`src/rtl/stb_pkg.sv`:
```
// Shared types for the post-commit store buffer: drain FSM states,
// SRAM-like transfer sizes and the buffered store record.
package stb_pkg;

  typedef enum logic [1:0] {
    S_IDLE = 2'd0,
    S_REQ  = 2'd1,
    S_WAIT = 2'd2
  } stb_state_e;

  localparam logic [1:0] SIZE_BYTE = 2'd0;
  localparam logic [1:0] SIZE_HALF = 2'd1;
  localparam logic [1:0] SIZE_WORD = 2'd2;

  typedef struct packed {
    logic [29:0] addr_w;
    logic [31:0] data;
    logic [3:0]  strb;
  } stb_entry_t;

endpackage

```
`src/rtl/stb_size_enc.sv`:
```
// Byte strobe -> SRAM-like transaction(s). Optional feature macro:
// STB_SPLIT3_EN (3-byte strobes become two transactions instead of illegal).
module stb_size_enc
  import stb_pkg::*;
(
  input  logic [3:0] strb,
  output logic       legal,
  output logic       split,
  output logic [1:0] size0,
  output logic [1:0] off0,
  output logic [1:0] size1,
  output logic [1:0] off1
);

  always_comb begin
    legal = 1'b1;
    split = 1'b0;
    size0 = SIZE_BYTE;
    off0  = 2'd0;
    size1 = SIZE_BYTE;
    off1  = 2'd0;
    case (strb)
      4'b0001: off0 = 2'd0;
      4'b0010: off0 = 2'd1;
      4'b0100: off0 = 2'd2;
      4'b1000: off0 = 2'd3;
      4'b0011: size0 = SIZE_HALF;
      4'b1100: begin size0 = SIZE_HALF; off0 = 2'd2; end
      4'b1111: size0 = SIZE_WORD;
`ifdef STB_SPLIT3_EN
      4'b0111: begin
        split = 1'b1;
        size0 = SIZE_HALF; off0 = 2'd0;
        size1 = SIZE_BYTE; off1 = 2'd2;
      end
      4'b1110: begin
        split = 1'b1;
        size0 = SIZE_BYTE; off0 = 2'd1;
        size1 = SIZE_HALF; off1 = 2'd2;
      end
`endif
      default: legal = 1'b0;
    endcase
  end

endmodule

```
`src/rtl/store_buffer.sv`:
```
// In-order post-commit store queue with one-outstanding SRAM-like drain and
// per-byte load forwarding. Optional feature macro: STB_SPLIT3_EN.
module store_buffer
  import stb_pkg::*;
#(
  parameter int DEPTH = 4,
  parameter int CNT_W = $clog2(DEPTH) + 1
) (
  input  logic             clk,
  input  logic             reset,
  input  logic             st_valid,
  output logic             st_ready,
  input  logic [31:0]      st_addr,
  input  logic [31:0]      st_wdata,
  input  logic [3:0]       st_wstrb,
  input  logic [31:0]      ld_addr,
  output logic [31:0]      fwd_data,
  output logic [3:0]       fwd_we,
  output logic             data_req,
  output logic             data_wr,
  output logic [1:0]       data_size,
  output logic [31:0]      data_addr,
  output logic [31:0]      data_wdata,
  input  logic             data_addr_ok,
  input  logic             data_data_ok,
  output logic [CNT_W-1:0] count,
  output logic             empty,
  output logic             err_strb
);

  localparam int AW = $clog2(DEPTH);
  localparam logic [AW:0] PTR_ONE  = (AW+1)'(1);
  localparam logic [AW:0] FULL_OCC = (AW+1)'(DEPTH);

  stb_entry_t [DEPTH-1:0] mem_q, mem_d;
  logic [AW:0] head_q, head_d, tail_q, tail_d, occ;
  stb_state_e  state_q, state_d;
  logic        phase_q, phase_d, err_q, err_d;
  logic        push;

  logic       in_legal, in_split;
  logic [1:0] in_size0, in_off0, in_size1, in_off1;
  stb_entry_t hd;
  logic       hd_legal, hd_split;
  logic [1:0] hd_size0, hd_off0, hd_size1, hd_off1, cur_size, cur_off;

  stb_entry_t  fe;
  logic [AW-1:0] fidx;
  logic        unused_bits;

  stb_size_enc u_push_enc (
    .strb(st_wstrb), .legal(in_legal), .split(in_split),
    .size0(in_size0), .off0(in_off0), .size1(in_size1), .off1(in_off1)
  );

  assign hd = mem_q[head_q[AW-1:0]];

  stb_size_enc u_drain_enc (
    .strb(hd.strb), .legal(hd_legal), .split(hd_split),
    .size0(hd_size0), .off0(hd_off0), .size1(hd_size1), .off1(hd_off1)
  );

  assign unused_bits = ^{in_split, in_size0, in_off0, in_size1, in_off1,
                         hd_legal, st_addr[1:0], ld_addr[1:0]};

  assign occ      = tail_q - head_q;
  assign count    = CNT_W'(occ);
  assign st_ready = (occ != FULL_OCC);
  assign empty    = (occ == '0) && (state_q == S_IDLE);
  assign push     = st_valid && st_ready && in_legal;
  assign err_strb = err_q;

  always_comb begin
    mem_d   = mem_q;
    head_d  = head_q;
    tail_d  = tail_q;
    state_d = state_q;
    phase_d = phase_q;
    err_d   = st_valid && st_ready && !in_legal;
    if (push) begin
      mem_d[tail_q[AW-1:0]] = '{addr_w: st_addr[31:2], data: st_wdata, strb: st_wstrb};
      tail_d = tail_q + PTR_ONE;
    end
    // Next-state looks at tail_d so a push into an idle buffer requests next cycle.
    case (state_q)
      S_IDLE: if (tail_d != head_q) state_d = S_REQ;
      S_REQ:  if (data_addr_ok) state_d = S_WAIT;
      S_WAIT: if (data_data_ok) begin
        if (hd_split && !phase_q) begin
          phase_d = 1'b1;
          state_d = S_REQ;
        end else begin
          phase_d = 1'b0;
          head_d  = head_q + PTR_ONE;
          state_d = (tail_d != head_d) ? S_REQ : S_IDLE;
        end
      end
      default: state_d = S_IDLE;
    endcase
  end

  always_ff @(posedge clk) begin
    if (reset) begin
      head_q  <= '0;
      tail_q  <= '0;
      state_q <= S_IDLE;
      phase_q <= 1'b0;
      err_q   <= 1'b0;
    end else begin
      head_q  <= head_d;
      tail_q  <= tail_d;
      state_q <= state_d;
      phase_q <= phase_d;
      err_q   <= err_d;
    end
  end

  always_ff @(posedge clk) mem_q <= mem_d;

  assign cur_size   = phase_q ? hd_size1 : hd_size0;
  assign cur_off    = phase_q ? hd_off1  : hd_off0;
  assign data_req   = (state_q == S_REQ);
  assign data_wr    = data_req;
  assign data_size  = data_req ? cur_size : '0;
  assign data_addr  = data_req ? {hd.addr_w, cur_off} : '0;
  assign data_wdata = data_req ? hd.data : '0;

  // Walk oldest to youngest so younger stores overwrite older lanes.
  always_comb begin
    fwd_we   = '0;
    fwd_data = '0;
    fe       = '0;
    fidx     = '0;
    for (int i = 0; i < DEPTH; i++) begin
      fidx = head_q[AW-1:0] + AW'(i);
      fe   = mem_q[fidx];
      if (((AW+1)'(i) < occ) && (fe.addr_w == ld_addr[31:2])) begin
        for (int b = 0; b < 4; b++) begin
          if (fe.strb[b]) begin
            fwd_we[b]          = 1'b1;
            fwd_data[8*b +: 8] = fe.data[8*b +: 8];
          end
        end
      end
    end
  end

endmodule
```
`config.mk`:
```
export PLATFORM = sky130hd
export DESIGN_NAME = store_buffer
export DESIGN_NICKNAME = d
export VERILOG_FILES = /design/src/rtl/stb_pkg.sv /design/src/rtl/stb_size_enc.sv /design/src/rtl/store_buffer.sv
export SDC_FILE = /design/constraint.sdc
export NUM_CORES = 1
export LEC_CHECK = 0
export BUFFER_PORTS_ARGS = -buffer_cell sky130_fd_sc_hd__buf_2
export CORE_MARGIN = 2
export CORE_UTILIZATION = 54
export DETAILED_ROUTE_END_ITERATION = 10
export PLACE_DENSITY = 0.76
export SETUP_SLACK_MARGIN = 0.15
export SYNTH_ARGS = -nofsm -noshare
export SYNTH_HDL_FRONTEND = slang
export SYNTH_SLANG_ARGS = --single-unit
```
`constraint.sdc`:
```
create_clock -name clk -period 5.55 [get_ports clk]
set_clock_uncertainty 0.1 [all_clocks]
set_input_delay 1.665 -clock clk [delete_from_list [all_inputs] [get_ports clk]]
set_output_delay 1.665 -clock clk [all_outputs]
set_load 0.05 [all_outputs]
```
==> flow_summary.yaml, run 1 <==
placed_design:
  gp_congestion: 0.884
  place_inst: 1938
  port_buffers: 210
  pre_cts_slack_ps: -531
  post-dp-hpwl_mm: 34.6
  placed_cell_area_mm2: 0.0215
layout:
  layout.area.seq_mm2: 0.00812
  final_area_mm2: 0.0239
  drive_gt1_share_pct: 50.4
  multi_input_area_mm2: 0.0106
  layout_commonest_cell: "edfxtp_1"
  final_cells: 2045
  areaGrowthSynthToFinish_pct: 27.2
  final_cell_mix: "edfxtp_1 (264), mux4_2 (226), buf_2 (171)"
  fin_nets: 1675
  nFillCells: 2278
synth:
  syn_area_mm2: 0.0188
  synthAdderAreaFrac_pct: 0.507
  yosys.area.top_type: "edfxtp_1"
  synthSimpleGateAreaFrac_pct: 7.83
  synthArstFlopShare_pct: 0
  yosys_register_bits: 273
  syn_avg_cell_area_um2: 15.1
  muxShareOfSynthArea_pct: 32.0
  syn_nets: 1351
  synthTopCellsByArea: "edfxtp_1 (42%), mux4_2 (27%), xnor2_1 (5.0%)"
  synth_edf_count: 264
  yosysWarnings: 0
  synthFlopType: "edfxtp_1"
  synth_cell_types: 69
  synth_top_family_by_area: "multiplexers"
  synth_compound_area_share_pct: 5.70
  synth_cells: 1239
  yosysTopAreaCellShare_pct: 42.2
  synth-xor-area-share_pct: 6.51
  yosysSeqAreaShare_pct: 43.2
timing:
  setup_slack_ps: -499
  tightest_slew_ps: 930
  fmax_ghz: 0.165
  slew_headroom_pct: 38.0
  fin_crit_ps: 6050
  setup_viol: 36
  whs_ps: 448
  final.period_utilization_pct: 109
  hold_viol_final: 0
  rsz0062_at_grt: "yes"
  maxSlewViolCount: 0
die:
  boundaryPins: 215
  dieArea_mm2: 0.0363
  start_util_pct: 54.6
  fp-row-count: 68
  fp.coreArea_mm2: 0.0344
  die_x_um: 190
  die_y_um: 190
worst_setup_path:
  r2r_cells: 9
  path_class: "primary input to primary output"
  critPathLaunchType: "primary input"
  rrSetupSlack_ps: 1710
  crit_required_ps: 3790
  r2r-end: "mem_q[156]"
  cp.arrival_ps: 4280
  path_max_fanout: 5
  rr_startpoint: "tail_q[0]"
  endpoint_kind: "primary output"
pwr:
  p_sw_mw: 1.72
  power_frac_comb_pct: 23.9
  internal_power_mw: 4.16
  swShare_pct: 29.2
  leakage_nw: 8.21
  p_per_area_mw_per_mm2: 246
  vdd.ir_drop.worst_mv: 0.229
  clockPowerShare_pct: 35.7
  p_seq_share_pct: 40.4
route:
  viasPerCell: 6.50
  drt_wl_total_mm: 51.1
  wire_per_inst_um: 25.0
  first_iter_violations: 1130
  drcViolationCount: 0
  vias: 13285
  drtAntennaViolNets: 0
  firstDrtPassIters: 6
hold_path:
  min-delay-start: "state_q[1]"
  hold_path_depth: 2
  hp-class: "flop to flop"
  hold_end: "head_q[1]"
flow_run:
  drv_cap: 0
cts:
  clkSlewWorstSetupHoldPaths_ps: 60
  cts_sinks: 273
  htreeDepth: 1
  clock_latency_ps: 570
  ctsHoldBuffers: 0
  cts_tree: "done"
  cts_buffers: 30
  cts.path.max_buffers: 3
  root_buffer: "clkbuf_16"
outcome:
  violations: "setup timing"
  outcome: "finished with violations"
grt:
  gr-total-overflow: 0
  grt_pass1_wl_mm: 76.2
  grt_max_degree: 66
  grt_pass1_vias: 13128
  grt_usage_pct: 27.6
  antenna_found_initial: 8
[cell families (layout without fill, tap and decap cells)]
group	count (synthesis)	after routing
multiplexers	303	303
other	0	3
AO/OA/AOI/OAI	120	120
XOR/XNOR	138	138
AND/OR/NAND/NOR	251	251
buffers and inverters	147	495
adder cells (fa/ha/maj)	7	7
flip-flops	273	273
[power groups by stage]
stage	combinational (mW)	clock, mW	sequential, mW
detailed placement	1.32	0	2.42
global route	1.48	2.19	2.38
floorplan	0.953	0	2.40
CTS	1.37	2.13	2.37
finish	1.40	2.10	2.37
global placement	1.30	0	2.41
[metal layers]
metal | part of all wire, % | GRT usage [%] | up-vias
met3 | 8.6 | 4.05 | 102
met1 | 39 | 37.5 | 6816
met2 | 49 | 46.1 | 638
met4 | 3.2 | 9.18 | 10
li1 | - | - | 5719
met5 | 0.12 | 0 | -
[worst max path at each step]
stage	from	endpoint	slack, ps	cells past startpoint
3_3_place_gp	ld_addr[6]	fwd_data[14]	-500	12
4_1_cts	head_q[0]	fwd_data[17]	-500	15
2_1_floorplan	ld_addr[4]	fwd_data[29]	-820	9
6_report	ld_addr[16]	fwd_data[27]	-500	11
3_5_place_dp	ld_addr[4]	fwd_data[31]	-530	11
5_1_grt	head_q[0]	fwd_data[31]	-600	15
[synth_stat cells (6+ instances only)]
library cell,instances
inv_1,34
and3_1,10
edfxtp_1,264
buf_1,14
mux2i_1,61
nand2b_1,24
buf_6,11
o21ai_0,10
a31o_2,16
a21oi_1,16
nor3_1,13
nand3_1,11
mux4_2,225
nor4_1,7
nand2_1,29
ha_1,6
buf_4,17
nor2b_1,19
nand4_1,32
a221o_1,22
xnor2_1,107
nor2_1,28
mux4_1,9
clkbuf_1,29
xor2_1,30
a222oi_1,7
dfxtp_1,9
mux2_2,8
buf_2,36
and2_1,64
[layout make-up]
type / instances / share of cell area [%]
Multi-Input combinational cell: 819 / 44.3
Sequential cell: 273 / 34.0
Timing Repair Buffer: 404 / 14.3
Clock buffer: 34 / 3.30
Tap cell: 455 / 2.39
Clock inverter: 22 / 1.09
Inverter: 35 / 0.608
Antenna cell: 3 / 0.0315
[sequential cells by signal, indices dropped and copies added, names as in the netlist]
name and count:
head_q 3, tail_q 3, err_strb 1, mem_q 264, state_q 2
[critical path: stages]
cell and delay [ps]:
buf_6 120, o2bb2ai_2 130, a2111oi_2 370, a21oi_1 110, or4_4 540, buf_6 150
o32ai_4 290, buf_4 210, a21oi_1 50, a222oi_1 360, buf_4 290
[metrics by stage]
step	setup TNS, ps	utilization (%)	total power [mW]
after detailed placement	-15910	62.6	3.74
after global placement	-15500	62.6	3.71
after global routing	-17660	69.4	6.05
after floorplan	-5250	-	3.36
after CTS	-15220	67.9	5.86
final	-14740	69.4	5.87
[repair_timing]
| action | in CTS | in global routing |
|---|---|---|
| resized for setup | 121 | 81 |
| hold endpoints to repair | 0 | 0 |
| pin swaps | 28 | 44 |
| setup endpoints to repair | 44 | 42 |
| cloned | 1 | 2 |
| setup buffers | 29 | 16 |
No activity file was read; power rests on OpenSTA's default activity.
==> inputs of run 2 (changes only) <==
--- a/config.mk
+++ b/config.mk
@@ -7,9 +7,10 @@
 export LEC_CHECK = 0
 export BUFFER_PORTS_ARGS = -buffer_cell sky130_fd_sc_hd__buf_2
 export CORE_MARGIN = 2
-export CORE_UTILIZATION = 54
+export CORE_UTILIZATION = 56
+export CTS_BUF_LIST = sky130_fd_sc_hd__clkbuf_4
 export DETAILED_ROUTE_END_ITERATION = 10
-export PLACE_DENSITY = 0.76
+export PLACE_DENSITY = 0.78
 export SETUP_SLACK_MARGIN = 0.15
 export SYNTH_ARGS = -nofsm -noshare
 export SYNTH_HDL_FRONTEND = slang
==> run 2 against run 1 <==
Compared with the run above: the flow still finishes with violations (setup timing); clock-buffer cell count is 57 higher; first-iteration DRC count is 22% higher; combinational power hardly changed; register-to-register slack worse by 70 ps; largest cell class unchanged.
==> flow_summary.yaml, run 2 (synthesized netlist as in run 1, its figures left out) <==
pwr:
  power_frac_comb_pct: 25.0
  p_per_area_mw_per_mm2: 235
  internal_power_mw: 3.76
  vdd.ir_drop.worst_mv: 0.192
  clockPowerShare_pct: 31.9
  swShare_pct: 31.7
  p_seq_share_pct: 43.1
  p_sw_mw: 1.74
  leakage_nw: 8.07
outcome:
  violations: "setup timing"
  outcome: "finished with violations"
timing:
  hold_viol_final: 0
  maxSlewViolCount: 0
  final.period_utilization_pct: 112
  fmax_ghz: 0.162
  fin_crit_ps: 6190
  slew_headroom_pct: 45.3
  rsz0062_at_grt: "yes"
  tightest_slew_ps: 821
  whs_ps: 458
  setup_slack_ps: -640
  setup_viol: 36
route:
  first_iter_violations: 1380
  drtAntennaViolNets: 0
  firstDrtPassIters: 5
  drt_wl_total_mm: 51.1
  drcViolationCount: 0
  viasPerCell: 6.45
  vias: 13539
  wire_per_inst_um: 24.3
cts:
  cts_tree: "done"
  htreeDepth: 3
  cts_buffers: 70
  root_buffer: "clkbuf_4"
  clkSlewWorstSetupHoldPaths_ps: 80
  cts_sinks: 273
  cts.path.max_buffers: 3
  clock_latency_ps: 740
placed_design:
  placed_cell_area_mm2: 0.0215
  gp_congestion: 0.848
  post-dp-hpwl_mm: 34.4
  port_buffers: 210
  pre_cts_slack_ps: -526
  place_inst: 1925
grt:
  gr-total-overflow: 0
  grt_pass1_wl_mm: 78.1
  grt_pass1_vias: 13627
  grt_max_degree: 47
  antenna_found_initial: 10
  grt_usage_pct: 29.4
worst_setup_path:
  cpPeakStageDelay_ps: 390
  slowest_stage: "dfxtp_4"
  crit_path_cell_trace: "ha_4 > buf_12 > buf_16 > buf_12 > buf_4 > mux2i_1 > xnor2_1 > nor3_1 > a31oi_1 > buf_4 > nor4_4 > buf_4 > bufbuf_16 > and2_4 > buf_12 > a221o_1 > a31o_4 > buf_6"
  crit_required_ps: 3790
  r2r_cells: 10
  critPathLaunchType: "flop"
  path_max_fanout: 8
  path_class: "flop to primary output"
  r2r-end: "mem_q[243]"
  cp_top_family: "buffers and inverters"
  cp.arrival_ps: 4430
  rrSetupSlack_ps: 1640
  endpoint_kind: "primary output"
  path_buf_inv: 9
  rr_startpoint: "head_q[0]"
hold_path:
  hold_end: "head_q[1]"
  hp-class: "flop to flop"
  min-delay-start: "state_q[1]"
  hold_path_depth: 2
die:
  dieArea_mm2: 0.0350
  fp-row-count: 67
  die_y_um: 187
  die_x_um: 187
  fp.coreArea_mm2: 0.0333
  start_util_pct: 56.4
  boundaryPins: 215
layout:
  regMostFlops: "mem_q"
  final_cell_mix: "edfxtp_1 (264), mux4_2 (226), buf_2 (174)"
  biggestRegsByFlops: "mem_q x264, head_q x3, tail_q x3"
  fin_nets: 1703
  final_area_mm2: 0.0234
  nFillCells: 2194
  final_cells: 2100
  layout.area.seq_mm2: 0.00812
  largest_register_ffs: 264
  layout_commonest_cell: "edfxtp_1"
  drive_gt1_share_pct: 50.1
  multi_input_area_mm2: 0.0104
  areaGrowthSynthToFinish_pct: 24.7
flow_run:
  drv_cap: 0
-- run 2: layer usage --
| metal | vias to the layer above | part of all wire [%] | GRT usage (%) |
|---|---|---|---|
| li1 | 5832 | - | - |
| met1 | 6849 | 38 | 39.3 |
| met2 | 730 | 48 | 46.9 |
| met3 | 124 | 9.8 | 6.25 |
| met4 | 4 | 3.5 | 12.9 |
| met5 | - | 0.041 | 0 |
-- run 2: how the worst max path moves through the flow --
stage	from	end	slack, ps	cells past startpoint
3_3_place_gp	ld_addr[4]	fwd_data[29]	-530	13
6_report	head_q[0]	fwd_data[2]	-640	18
2_1_floorplan	ld_addr[4]	fwd_data[29]	-820	9
5_1_grt	head_q[0]	fwd_data[29]	-820	15
4_1_cts	head_q[0]	fwd_data[29]	-600	17
3_5_place_dp	ld_addr[4]	fwd_data[29]	-530	13
-- run 2: tightest hold or removal path: cells and delay by family (launching register included) --
| kind | cells | cell delay, ps |
|---|---|---|
| simple gates | 1 | 90 |
| flops | 1 | 370 |
| compound gates | 1 | 60 |
-- run 2: power groups by stage --
stage / Clock, mW / Combinational (mW) / Sequential, mW
floorplan: 0 / 0.953 / 2.40
detailed placement: 0 / 1.32 / 2.41
CTS: 1.79 / 1.36 / 2.37
finish: 1.76 / 1.37 / 2.37
global placement: 0 / 1.30 / 2.40
global route: 1.90 / 1.44 / 2.37
-- run 2: timing repair --
action,CTS,global route
hold buffers,0,0
resized for setup,114,23
cloned,4,1
endpoints found under the setup margin,47,55
pin swaps,23,21
setup buffers,27,10
-- run 2: layout make-up --
class	count	area share [%]
flip-flops and latches	273	34.7
repair buffers	392	13.9
clock buffers	91	2.92
diodes	10	0.107
clock inverters	32	0.888
multi-input cells	819	44.5
inverters	35	0.562
well taps	448	2.40
-- run 2: per-stage QoR --
stage                     total power, mW  util [%]  TNS [ps]
final                                5.50      70.3    -20820
after global routing                 5.72      70.3    -25660
after CTS                            5.52      69.5    -18970
after detailed placement             3.73      64.5    -12700
after global placement               3.70      64.5    -12610
after floorplan                      3.36         -     -5250
